[src/rtl/mul_div_unit_if.sv]
// Request/response bundle between a requester and the iterative multiply/divide unit.
// The requester drives the strobe, opcode and operands; the unit answers with busy/done/result.
interface mul_div_unit_if #(
    parameter int WIDTH = 32
);
    logic             start;
    logic [4:0]       aluOpcode;
    logic [WIDTH-1:0] operandA;
    logic [WIDTH-1:0] operandB;
    logic             busy;
    logic             done;
    logic [WIDTH-1:0] result;

    modport master (
        output start,
        output aluOpcode,
        output operandA,
        output operandB,
        input  busy,
        input  done,
        input  result
    );

    modport slave (
        input  start,
        input  aluOpcode,
        input  operandA,
        input  operandB,
        output busy,
        output done,
        output result
    );
endinterface

[src/rtl/mul_div_unit.sv]
// Iterative RISC-V M-extension unit: shift-add multiply and restoring divide,
// one bit per clock over WIDTH cycles, with divide-by-zero and signed-overflow
// divides short-circuited straight to the finish state.
module mul_div_unit #(
    parameter int WIDTH = 32
) (
    input  logic          clk,
    input  logic          reset,
    mul_div_unit_if.slave bus
);

    localparam int CW = (WIDTH > 1) ? $clog2(WIDTH) : 1;
    localparam logic [WIDTH-1:0] MOST_NEG = {1'b1, {(WIDTH-1){1'b0}}};

    typedef enum logic [1:0] {
        IDLE,
        MUL_ITER,
        DIV_ITER,
        FINISH
    } stateType;

    stateType state;
    stateType nextState;

    logic [CW-1:0]      counter;
    logic [2:0]         opReg;
    logic               negResult;
    logic               remNeg;
    logic               special;
    logic [2*WIDTH-1:0] multiplicand;
    logic [2*WIDTH-1:0] product;
    logic [WIDTH-1:0]   multiplier;
    logic [WIDTH-1:0]   quotient;
    logic [WIDTH-1:0]   remainder;
    logic [WIDTH-1:0]   divisor;
    logic [WIDTH-1:0]   resultReg;

    logic [2:0]       inOp;
    logic             inASigned;
    logic             inBSigned;
    logic             inANeg;
    logic             inBNeg;
    logic [WIDTH-1:0] inAMag;
    logic [WIDTH-1:0] inBMag;
    logic             divZero;
    logic             divOverflow;
    logic             accept;

    logic [WIDTH:0]   partial;
    logic             divFits;
    logic [WIDTH-1:0] divDiff;

    logic [2*WIDTH-1:0] productFinal;
    logic [WIDTH-1:0]   quotientFinal;
    logic [WIDTH-1:0]   remainderFinal;
    logic [WIDTH-1:0]   finalValue;

    // Decode the incoming request: which operands are signed, their magnitudes,
    // and whether this divide is one of the two cases that skip iteration.
    assign inOp        = bus.aluOpcode[2:0];
    assign inASigned   = (inOp == 3'b000) || (inOp == 3'b001) || (inOp == 3'b010) ||
                         (inOp == 3'b100) || (inOp == 3'b110);
    assign inBSigned   = (inOp == 3'b000) || (inOp == 3'b001) ||
                         (inOp == 3'b100) || (inOp == 3'b110);
    assign inANeg      = inASigned & bus.operandA[WIDTH-1];
    assign inBNeg      = inBSigned & bus.operandB[WIDTH-1];
    assign inAMag      = inANeg ? (~bus.operandA + 1'b1) : bus.operandA;
    assign inBMag      = inBNeg ? (~bus.operandB + 1'b1) : bus.operandB;
    assign divZero     = (bus.operandB == '0);
    assign divOverflow = ((inOp == 3'b100) || (inOp == 3'b110)) &&
                         (bus.operandA == MOST_NEG) && (bus.operandB == '1);
    assign accept      = bus.start && (state == IDLE) && (bus.aluOpcode[4:3] == 2'b01);

    // Restoring-divide step: shift the next dividend bit into the partial
    // remainder and subtract the divisor whenever it fits.
    assign partial = {remainder, quotient[WIDTH-1]};
    assign divFits = (partial >= {1'b0, divisor});
    assign divDiff = partial[WIDTH-1:0] - divisor;

    // State register.
    always_ff @(posedge clk) begin
        if (reset) begin
            state <= IDLE;
        end else begin
            state <= nextState;
        end
    end

    // Next-state selection: multiplies and ordinary divides iterate, special
    // divides already hold their answer and go straight to FINISH.
    always_comb begin
        nextState = state;
        case (state)
            IDLE: begin
                if (accept) begin
                    if (!inOp[2]) begin
                        nextState = MUL_ITER;
                    end else if (divZero || divOverflow) begin
                        nextState = FINISH;
                    end else begin
                        nextState = DIV_ITER;
                    end
                end
            end
            MUL_ITER: begin
                if (counter == '0) begin
                    nextState = FINISH;
                end
            end
            DIV_ITER: begin
                if (counter == '0) begin
                    nextState = FINISH;
                end
            end
            FINISH: begin
                nextState = IDLE;
            end
            default: begin
                nextState = IDLE;
            end
        endcase
    end

    // Iteration counter: loaded with WIDTH-1 at accept, counts down once per iteration.
    always_ff @(posedge clk) begin
        if (reset) begin
            counter <= '0;
        end else if (accept) begin
            counter <= CW'(WIDTH - 1);
        end else if (((state == MUL_ITER) || (state == DIV_ITER)) && (counter != '0)) begin
            counter <= counter - CW'(1);
        end
    end

    // Operand capture at accept and the per-cycle multiply/divide accumulators.
    always_ff @(posedge clk) begin
        if (reset) begin
            opReg        <= '0;
            negResult    <= 1'b0;
            remNeg       <= 1'b0;
            special      <= 1'b0;
            multiplicand <= '0;
            multiplier   <= '0;
            product      <= '0;
            quotient     <= '0;
            remainder    <= '0;
            divisor      <= '0;
        end else if (accept) begin
            opReg        <= inOp;
            negResult    <= inANeg ^ inBNeg;
            remNeg       <= inANeg;
            special      <= inOp[2] & (divZero | divOverflow);
            multiplicand <= {{WIDTH{1'b0}}, inAMag};
            multiplier   <= inBMag;
            product      <= '0;
            divisor      <= inBMag;
            if (divZero) begin
                quotient  <= '1;
                remainder <= bus.operandA;
            end else if (divOverflow) begin
                quotient  <= bus.operandA;
                remainder <= '0;
            end else begin
                quotient  <= inAMag;
                remainder <= '0;
            end
        end else if (state == MUL_ITER) begin
            if (multiplier[0]) begin
                product <= product + multiplicand;
            end
            multiplicand <= multiplicand << 1;
            multiplier   <= multiplier >> 1;
        end else if (state == DIV_ITER) begin
            remainder <= divFits ? divDiff : partial[WIDTH-1:0];
            quotient  <= {quotient[WIDTH-2:0], divFits};
        end
    end

    // Sign correction and result selection; only meaningful in FINISH.
    always_comb begin
        productFinal   = negResult ? (~product + 1'b1) : product;
        quotientFinal  = (negResult && !special) ? (~quotient + 1'b1) : quotient;
        remainderFinal = (remNeg && !special) ? (~remainder + 1'b1) : remainder;
        finalValue     = '0;
        case (opReg)
            3'b000:                 finalValue = productFinal[WIDTH-1:0];
            3'b001, 3'b010, 3'b011: finalValue = productFinal[2*WIDTH-1:WIDTH];
            3'b100, 3'b101:         finalValue = quotientFinal;
            default:                finalValue = remainderFinal;
        endcase
    end

    // Result holding register: captures the finished value so it stays put
    // until the next operation finishes or reset clears it.
    always_ff @(posedge clk) begin
        if (reset) begin
            resultReg <= '0;
        end else if (state == FINISH) begin
            resultReg <= finalValue;
        end
    end

    assign bus.busy   = (state != IDLE);
    assign bus.done   = (state == FINISH);
    assign bus.result = (state == FINISH) ? finalValue : resultReg;

endmodule

[src/flat_wrapper.sv]
// flat-port wrapper written by rule: the top's interface ports become plain ports
module mul_div_unit_flat 
#(
    parameter int WIDTH = 32
)
  (clk, reset, bus_start, bus_aluOpcode, bus_operandA, bus_operandB, bus_busy, bus_done, bus_result);
  mul_div_unit_if #(.WIDTH(WIDTH)) bus_i ();
  input  logic clk;
  input  logic reset;
  input wire logic [$bits(bus_i.start)-1:0] bus_start;
  input wire logic [$bits(bus_i.aluOpcode)-1:0] bus_aluOpcode;
  input wire logic [$bits(bus_i.operandA)-1:0] bus_operandA;
  input wire logic [$bits(bus_i.operandB)-1:0] bus_operandB;
  output wire logic [$bits(bus_i.busy)-1:0] bus_busy;
  output wire logic [$bits(bus_i.done)-1:0] bus_done;
  output wire logic [$bits(bus_i.result)-1:0] bus_result;
  assign bus_i.start = bus_start;
  assign bus_i.aluOpcode = bus_aluOpcode;
  assign bus_i.operandA = bus_operandA;
  assign bus_i.operandB = bus_operandB;
  assign bus_busy = bus_i.busy;
  assign bus_done = bus_i.done;
  assign bus_result = bus_i.result;
  mul_div_unit #(.WIDTH(WIDTH)) u_core (.clk(clk), .reset(reset), .bus(bus_i));
endmodule
[config.mk]
export PLATFORM = sky130hd
export DESIGN_NAME = mul_div_unit_flat
export DESIGN_NICKNAME = d
export VERILOG_FILES = /design/src/rtl/mul_div_unit_if.sv /design/src/rtl/mul_div_unit.sv /design/src/flat_wrapper.sv
export SDC_FILE = /design/constraint.sdc
export NUM_CORES = 1
export LEC_CHECK = 0
export BUFFER_PORTS_ARGS = -buffer_cell sky130_fd_sc_hd__buf_2
export CAP_MARGIN = 20
export CORE_MARGIN = 8
export CORE_UTILIZATION = 40
export CTS_BUF_LIST = sky130_fd_sc_hd__clkbuf_8 sky130_fd_sc_hd__clkbuf_16
export CTS_CLUSTER_SIZE = 24
export DETAILED_ROUTE_END_ITERATION = 12
export PLACE_DENSITY_LB_ADDON = 0.08
export SYNTH_ARGS = -nofsm -noshare
export SYNTH_HDL_FRONTEND = slang
export SYNTH_SLANG_ARGS = --single-unit
[constraint.sdc]
create_clock -name clk -period 8.2 [get_ports clk]
set_input_delay 1.64 -clock clk [delete_from_list [all_inputs] [get_ports clk]]
set_output_delay 1.64 -clock clk [all_outputs]
set_load 0.05 [all_outputs]
* Word-level counts from Yosys, hierarchy flattened
Index checks and enable logic that the tools add are counted.
** Word-level totals
- Bits in registers :: 301
- Input port bits :: 72
- Output and inout port bits :: 34
** Operators by class
- Add/sub/neg operators :: 8
- $lt $le $gt $ge :: 1
- Reduce and logical (&&, ||, !) cells :: 34
- Equal/unequal tests :: 18
- Mux-type cells :: 28
- Bitwise logic cells :: 10
** Operators by type and width (number)
- 2-to-1 mux 32 bit :: 19
- adder 32 x 1 -> 32 bit (second input constant) :: 4
- inverter 32 bit :: 4
- case mux 32 bit (3 select lines) :: 1
- adder 64 x 1 -> 64 bit (second input constant) :: 1
- adder 64 bit :: 1
- equality test 32 bit (second input constant) :: 2
- 2-to-1 mux 64 bit :: 1
- inverter 64 bit :: 1
- >= comparator 33 x 32 -> 1 bit :: 1
- logical NOT 32 bit :: 1
- subtractor 32 bit :: 1
- equality test 3 bit (second input constant) :: 4
- 2-to-1 mux 5 bit :: 2
- equality test 3 x 2 -> 1 bit (second input constant) :: 3
- logical OR 1 bit :: 9
- nonzero test 2 bit :: 4
- logical AND 1 bit :: 7
- equality test 3 x 1 -> 1 bit (second input constant) :: 2
- logical NOT 3 bit :: 2
- 2-to-1 mux 2 bit :: 3
- != test 2 x 1 -> 1 bit (second input constant) :: 3
- case mux 2 bit (3 select lines) :: 1
- AND reduction 2 bit :: 3
- other kinds (13) :: 19

* Longest topological paths before layout
- Depth in word-level cells :: 10
- Depth in mapped cells :: 17

* Worst setup path before layout
OpenSTA, ideal clock, no wires.
- Path type :: flip-flop to output port
- From :: register u_core.product[36]
- To :: output port bus_result[19]
- Stages on the path, launching flop included :: 12
- Arrival time :: 3.479 ns
- Data required time :: 6.560 ns
- Slack :: 3.081 ns
- Cells stage by stage :: dfxtp_1 -> or3_1 -> or4_4 -> or3_1 -> nor3_2 -> nand3b_1 -> o41ai_1 -> xnor2_1 -> nor2_1 -> a211oi_1 -> a21oi_1 -> a21oi_1
** Between the ends
- Word-level cells in the longest chain between the ends :: 5
** Ends and longest elaborated chain
- from (decl) :: line mul_div_unit.sv:31 : logic [2*WIDTH-1:0] product;
- from (signal assigned) :: line mul_div_unit.sv:169 : product <= product + multiplicand;
- inverter 64 bit :: line mul_div_unit.sv:181 : productFinal = negResult ? (~product + 1'b1) : product;
- adder 64 x 1 -> 64 bit :: line mul_div_unit.sv:181
- 2-to-1 mux 64 bit :: line mul_div_unit.sv:181
- case mux 32 bit (3 select lines) :: line mul_div_unit.sv:185 : case (opReg)
- 2-to-1 mux 32 bit :: line mul_div_unit.sv:205 : assign bus.result = (state == FINISH) ? finalValue : resultReg;
- to (decl) :: line flat_wrapper.sv:16 : output wire logic [$bits(bus_i.result)-1:0] bus_result;
No other way between the ends.

* Final worst setup path
- From :: register u_core.product[4]
- To :: output port bus_result[19]
Same word-level chain as after synthesis.

==> run summary <==
Clock-pin slew was measured on the worst setup and hold paths at 60 ps. The worst setup path is launched from a flop. The fraction of the cycle the final worst path needs was 76.02%; the quantity of hold-fixing buffers added after cts was 0.

The Yosys step of the flow raised 0 warnings. The die is 251.6 um tall. For the number of sinks on the clock net, the log shows 301.

Walking the worst path, the cells encountered are or4_4 > nor4_1 > nand3_1 > nor2_1 > nand3b_1 > o41ai_1 > xnor2_1 > nor2_1 > a211oi_1 > a21oi_1 > a21oi_1 > buf_2. CTS placed an instance of clkbuf_16 at the clock tree root. The post-synth design cell area was 22210 um^2; the maximum fanout encountered on the critical timing path was 7. The post-synthesis cell type count is 83, and the number of standard-cell rows in the floorplan is 86. TritonCTS built the clock tree.

The tools report the endpoint type of the worst setup path as a primary output. The maximum number of pins on one net before global-route repair came out at 151. The tool flagged a number of max-cap violations equal to 0. The total number of nets in the final design was 3062. Across the VDD grid, the largest voltage drop is 182.6 uV. For the finished layout, the period the worst path requires is 6234 ps. The longest clock path from root to sink contains 3 buffers. The critical path is of the reg -> out type. The transition time at the pin with the least slew margin was 1089 ps; the insertion delay to the later sink of the worst-skew pair was 570 ps.

The sequential cells in the finished layout cover a total of 6027 um^2. The tools report the clock buffer count from CTS as 38. The tools report the post-placement setup slack as 2578 ps. The floorplan step defined a die boundary enclosing 63330 um^2. 106 I/O pins were placed.

The congestion estimate from routability-driven global placement came to 0.9286. In the routed layout, each cell is associated on average with a via count of 5.941. In the final routed layout, each cell accounts on average for 22.65 um.

For the combined area of the multi-input logic cells, the log shows 15120 um^2. The run gives 0 as the DRC violations left. For this run, the slowest stage of the critical path takes 580 ps. The share of the Yosys chip area taken by registers is 27.13%.

The tools report the number of antenna violations at the first check in global routing as 3. Fraction of layout cells with a size suffix above 1: 8.706%. Yosys mapped a number of flops with a built-in enable equal to 0. Clock skew on the completed layout was measured at 21.62 ps. Fraction of synthesis flops using an asynchronous set or reset pin: 0%.

Summed over all nets, the switching power comes to 2734 uW. For the detailed-placement wirelength estimate, the log shows 62380 um. Setup repair after global routing left no endpoint under its margin. After detailed placement, the design holds a cell count of 3587.

The proportion of power drawn by combinational gates was 45.0%; the area overhead of the layout relative to synthesis was 10.28%. The run gives 125900 um as the wire length of the first global-routing pass. On the critical path, the stage with the largest delay is an instance of or4_4.

The final sum of negative setup slack is 0 ps. The total overflow left after global routing is 0. The number of iterations in the first detailed-routing pass was 7; the filler cell count was 5646. The flow ran to the end, and the final reports show no timing, DRC or antenna violations.

Number of setup violations in the final report: 0. Global routing used 32.95% of the available met1 tracks. For the worst setup path, the data arrival time is 4590 ps. The CTS H-tree depth was 2; the die outline width was 251.6 um. Once layout is complete, the cells apart from fillers number 3655. The count of pins over their slew limit was 0; the met3 usage in global routing was 3.458%.

Global routing used 25.05% of the available tracks across all layers. In this run switching power makes up 41.70% of total power. The logs give 2899 for the number of instances in the synthesized netlist and 6556 uW for the overall power of the completed layout. The logs give 6560 ps for the worst path required time and 3082 for the synthesized net count. In this run the mean area of a mapped cell was 7.662 um^2.

The initial core utilization was 40.40%. Headroom to the max-slew limit came out at 27.27%. The clock network is responsible for 27.3% of the overall power.

The count of endpoints failing hold in the final timing report was 0; the maximum clock frequency was 160.4 MHz. After layout, the worst setup slack is 1966 ps. In the synthesized netlist the dominant register cell turns out to be dfxtp_1. Sequential cells account for 27.7% of the total power. Input and output buffers added on the ports amount to 105. The hold slack is 459.8 ps, and the remaining number of nets flagged by the antenna check after routing is 0.

The core region is 54990 um^2. The overall via count from detail_route came out at 21710. The number of setup buffers added after CTS is 0. The tightest min-delay check is of the reg -> reg type. In this run the power density over the cells is 267.7 nW/um^2. The number of global-route vias before repair was 20730.

The setup slack of the worst register-to-register path came out at 3690 ps. Post-CTS repair changed the size of 0 cells. After synthesis the netlist holds a flip-flop and latch count of 301.

Internal power comes to 3822 uW. The reported leakage power was 0.009708 uW. For met2 alone, demand over resource in global routing was 41.85%.

met2 is the most crowded layer. Total wire length: 82770 um. The DRC marker count from the first detailed-route iteration was 1743.
-- synthesized netlist by cell type, types with 17 or more instances --
| library cell | number | area share, % |
|---|---|---|
| a211oi_1 | 84 | 2.8 |
| a21boi_0 | 47 | 1.6 |
| a21o_1 | 49 | 1.7 |
| a21oi_1 | 309 | 7.0 |
| a221oi_1 | 27 | 1.1 |
| a22o_1 | 19 | 0.75 |
| a31oi_1 | 40 | 1.1 |
| and2_1 | 44 | 1.2 |
| and3_1 | 17 | 0.48 |
| buf_1 | 19 | 0.32 |
| clkbuf_1 | 158 | 2.7 |
| dfxtp_1 | 301 | 27 |
| ha_1 | 109 | 6.1 |
| inv_1 | 97 | 1.6 |
| mux2_2 | 21 | 1.1 |
| mux2i_1 | 88 | 4.0 |
| nand2_1 | 263 | 4.4 |
| nand2b_1 | 22 | 0.62 |
| nand3_1 | 41 | 0.92 |
| nand4_1 | 39 | 1.1 |
| nor2_1 | 286 | 4.8 |
| nor2b_1 | 27 | 0.76 |
| nor3_1 | 79 | 1.8 |
| nor4_1 | 24 | 0.68 |
| o21ai_0 | 132 | 3.0 |
| o21bai_1 | 19 | 0.64 |
| o221ai_1 | 21 | 0.83 |
| o31ai_1 | 40 | 1.4 |
| xnor2_1 | 149 | 5.9 |
| xor2_1 | 110 | 4.3 |
-- flip-flops by register name, indices dropped and copies added (netlist names) --
register,count
u_core.product,64
u_core.divisor,32
u_core.remainder,32
u_core.state,2
u_core.negResult,1
u_core.quotient,32
u_core.counter,5
u_core.multiplier,32
u_core.special,1
u_core.multiplicand,64
u_core.opReg,3
u_core.remNeg,1
u_core.resultReg,32
-- layout make-up --
type / instances / share of cell area (%)
multi-input cells: 2310 / 61.73
flip-flops and latches: 301 / 24.61
clock buffers: 52 / 4.715
well taps: 748 / 3.821
repair buffers: 130 / 2.973
inverters: 98 / 1.502
clock inverters: 15 / 0.6436
diodes: 1 / 0.01022
-- placed cells by master, fill, tap and decap left out, drive strengths merged, types with 44 or more instances in the layout --
cell type	Yosys	final
a21oi	309	309
dfxtp	301	301
nor2	287	287
nand2	264	264
xnor2	149	149
o21ai	133	133
buf	32	130
xor2	110	110
ha	109	109
inv	97	100
mux2i	88	88
a211oi	84	84
nor3	81	81
clkbuf	158	52
a21o	49	49
a21boi	47	47
and2	44	44
-- path summary, 6_finish.rpt --
kind                                                          start                              end  depth (start not counted)
worst max register to register  u_core.multiplicand[0]$_SDFFE_PP0P_  u_core.product[56]$_SDFFE_PP0P_                         13
worst max-delay path                 u_core.product[4]$_SDFFE_PP0P_                   bus_result[19]                         12
worst min register to register       u_core.divisor[0]$_SDFFE_PP0P_   u_core.divisor[0]$_SDFFE_PP0P_                          2
worst min-delay path                 u_core.divisor[0]$_SDFFE_PP0P_   u_core.divisor[0]$_SDFFE_PP0P_                          2
-- worst max-delay path, delay by kind of cell, from the launching register on --
| family | cells | cell delay, ps |
|---|---|---|
| xor+xnor | 1 | 240 |
| flops | 1 | 350 |
| compound gates | 4 | 1050 |
| buf+inv | 1 | 280 |
| simple gates | 6 | 2110 |
-- stage by stage --
| stage | utilization [%] | area [um^2] |
|---|---|---|
| floorplan | - | 22210 |
| detailed placement | 42.16 | 23180 |
| CTS | 44.54 | 24490 |
| global route | 44.55 | 24490 |
| finish | 44.55 | 24490 |
| global placement | 42.16 | 23180 |
-- metal layers --
metal  up-vias  part of all wire [%]  wire length, um
met2       658                    47            38650
met5         -                 0.033               27
met3       121                   5.4             4498
met4         4                   3.3             2720
met1     10440                    45            36880
li1      10490                     -                -
-- power groups by stage --
stage	combinational (uW)	sequential (uW)	clock, uW
4_1_cts	2930	1810	1830
5_1_grt	3220	1830	1880
3_5_place_dp	2920	1840	0
2_1_floorplan	2220	1760	0
6_report	2950	1810	1790
3_3_place_gp	2900	1830	0
-- cell families after synthesis --
family                   after synthesis  synth area share (%)
flip-flops                           301                 27.13
adder cells (fa/ha/maj)              111                 6.320
AO/OA/AOI/OAI                        916                 26.86
AND/OR/NAND/NOR                      915                 19.49
XOR/XNOR                             259                 10.21
multiplexers                         109                 5.030
buffers and inverters                288                 4.952
Power figures use the tool's default switching activity.
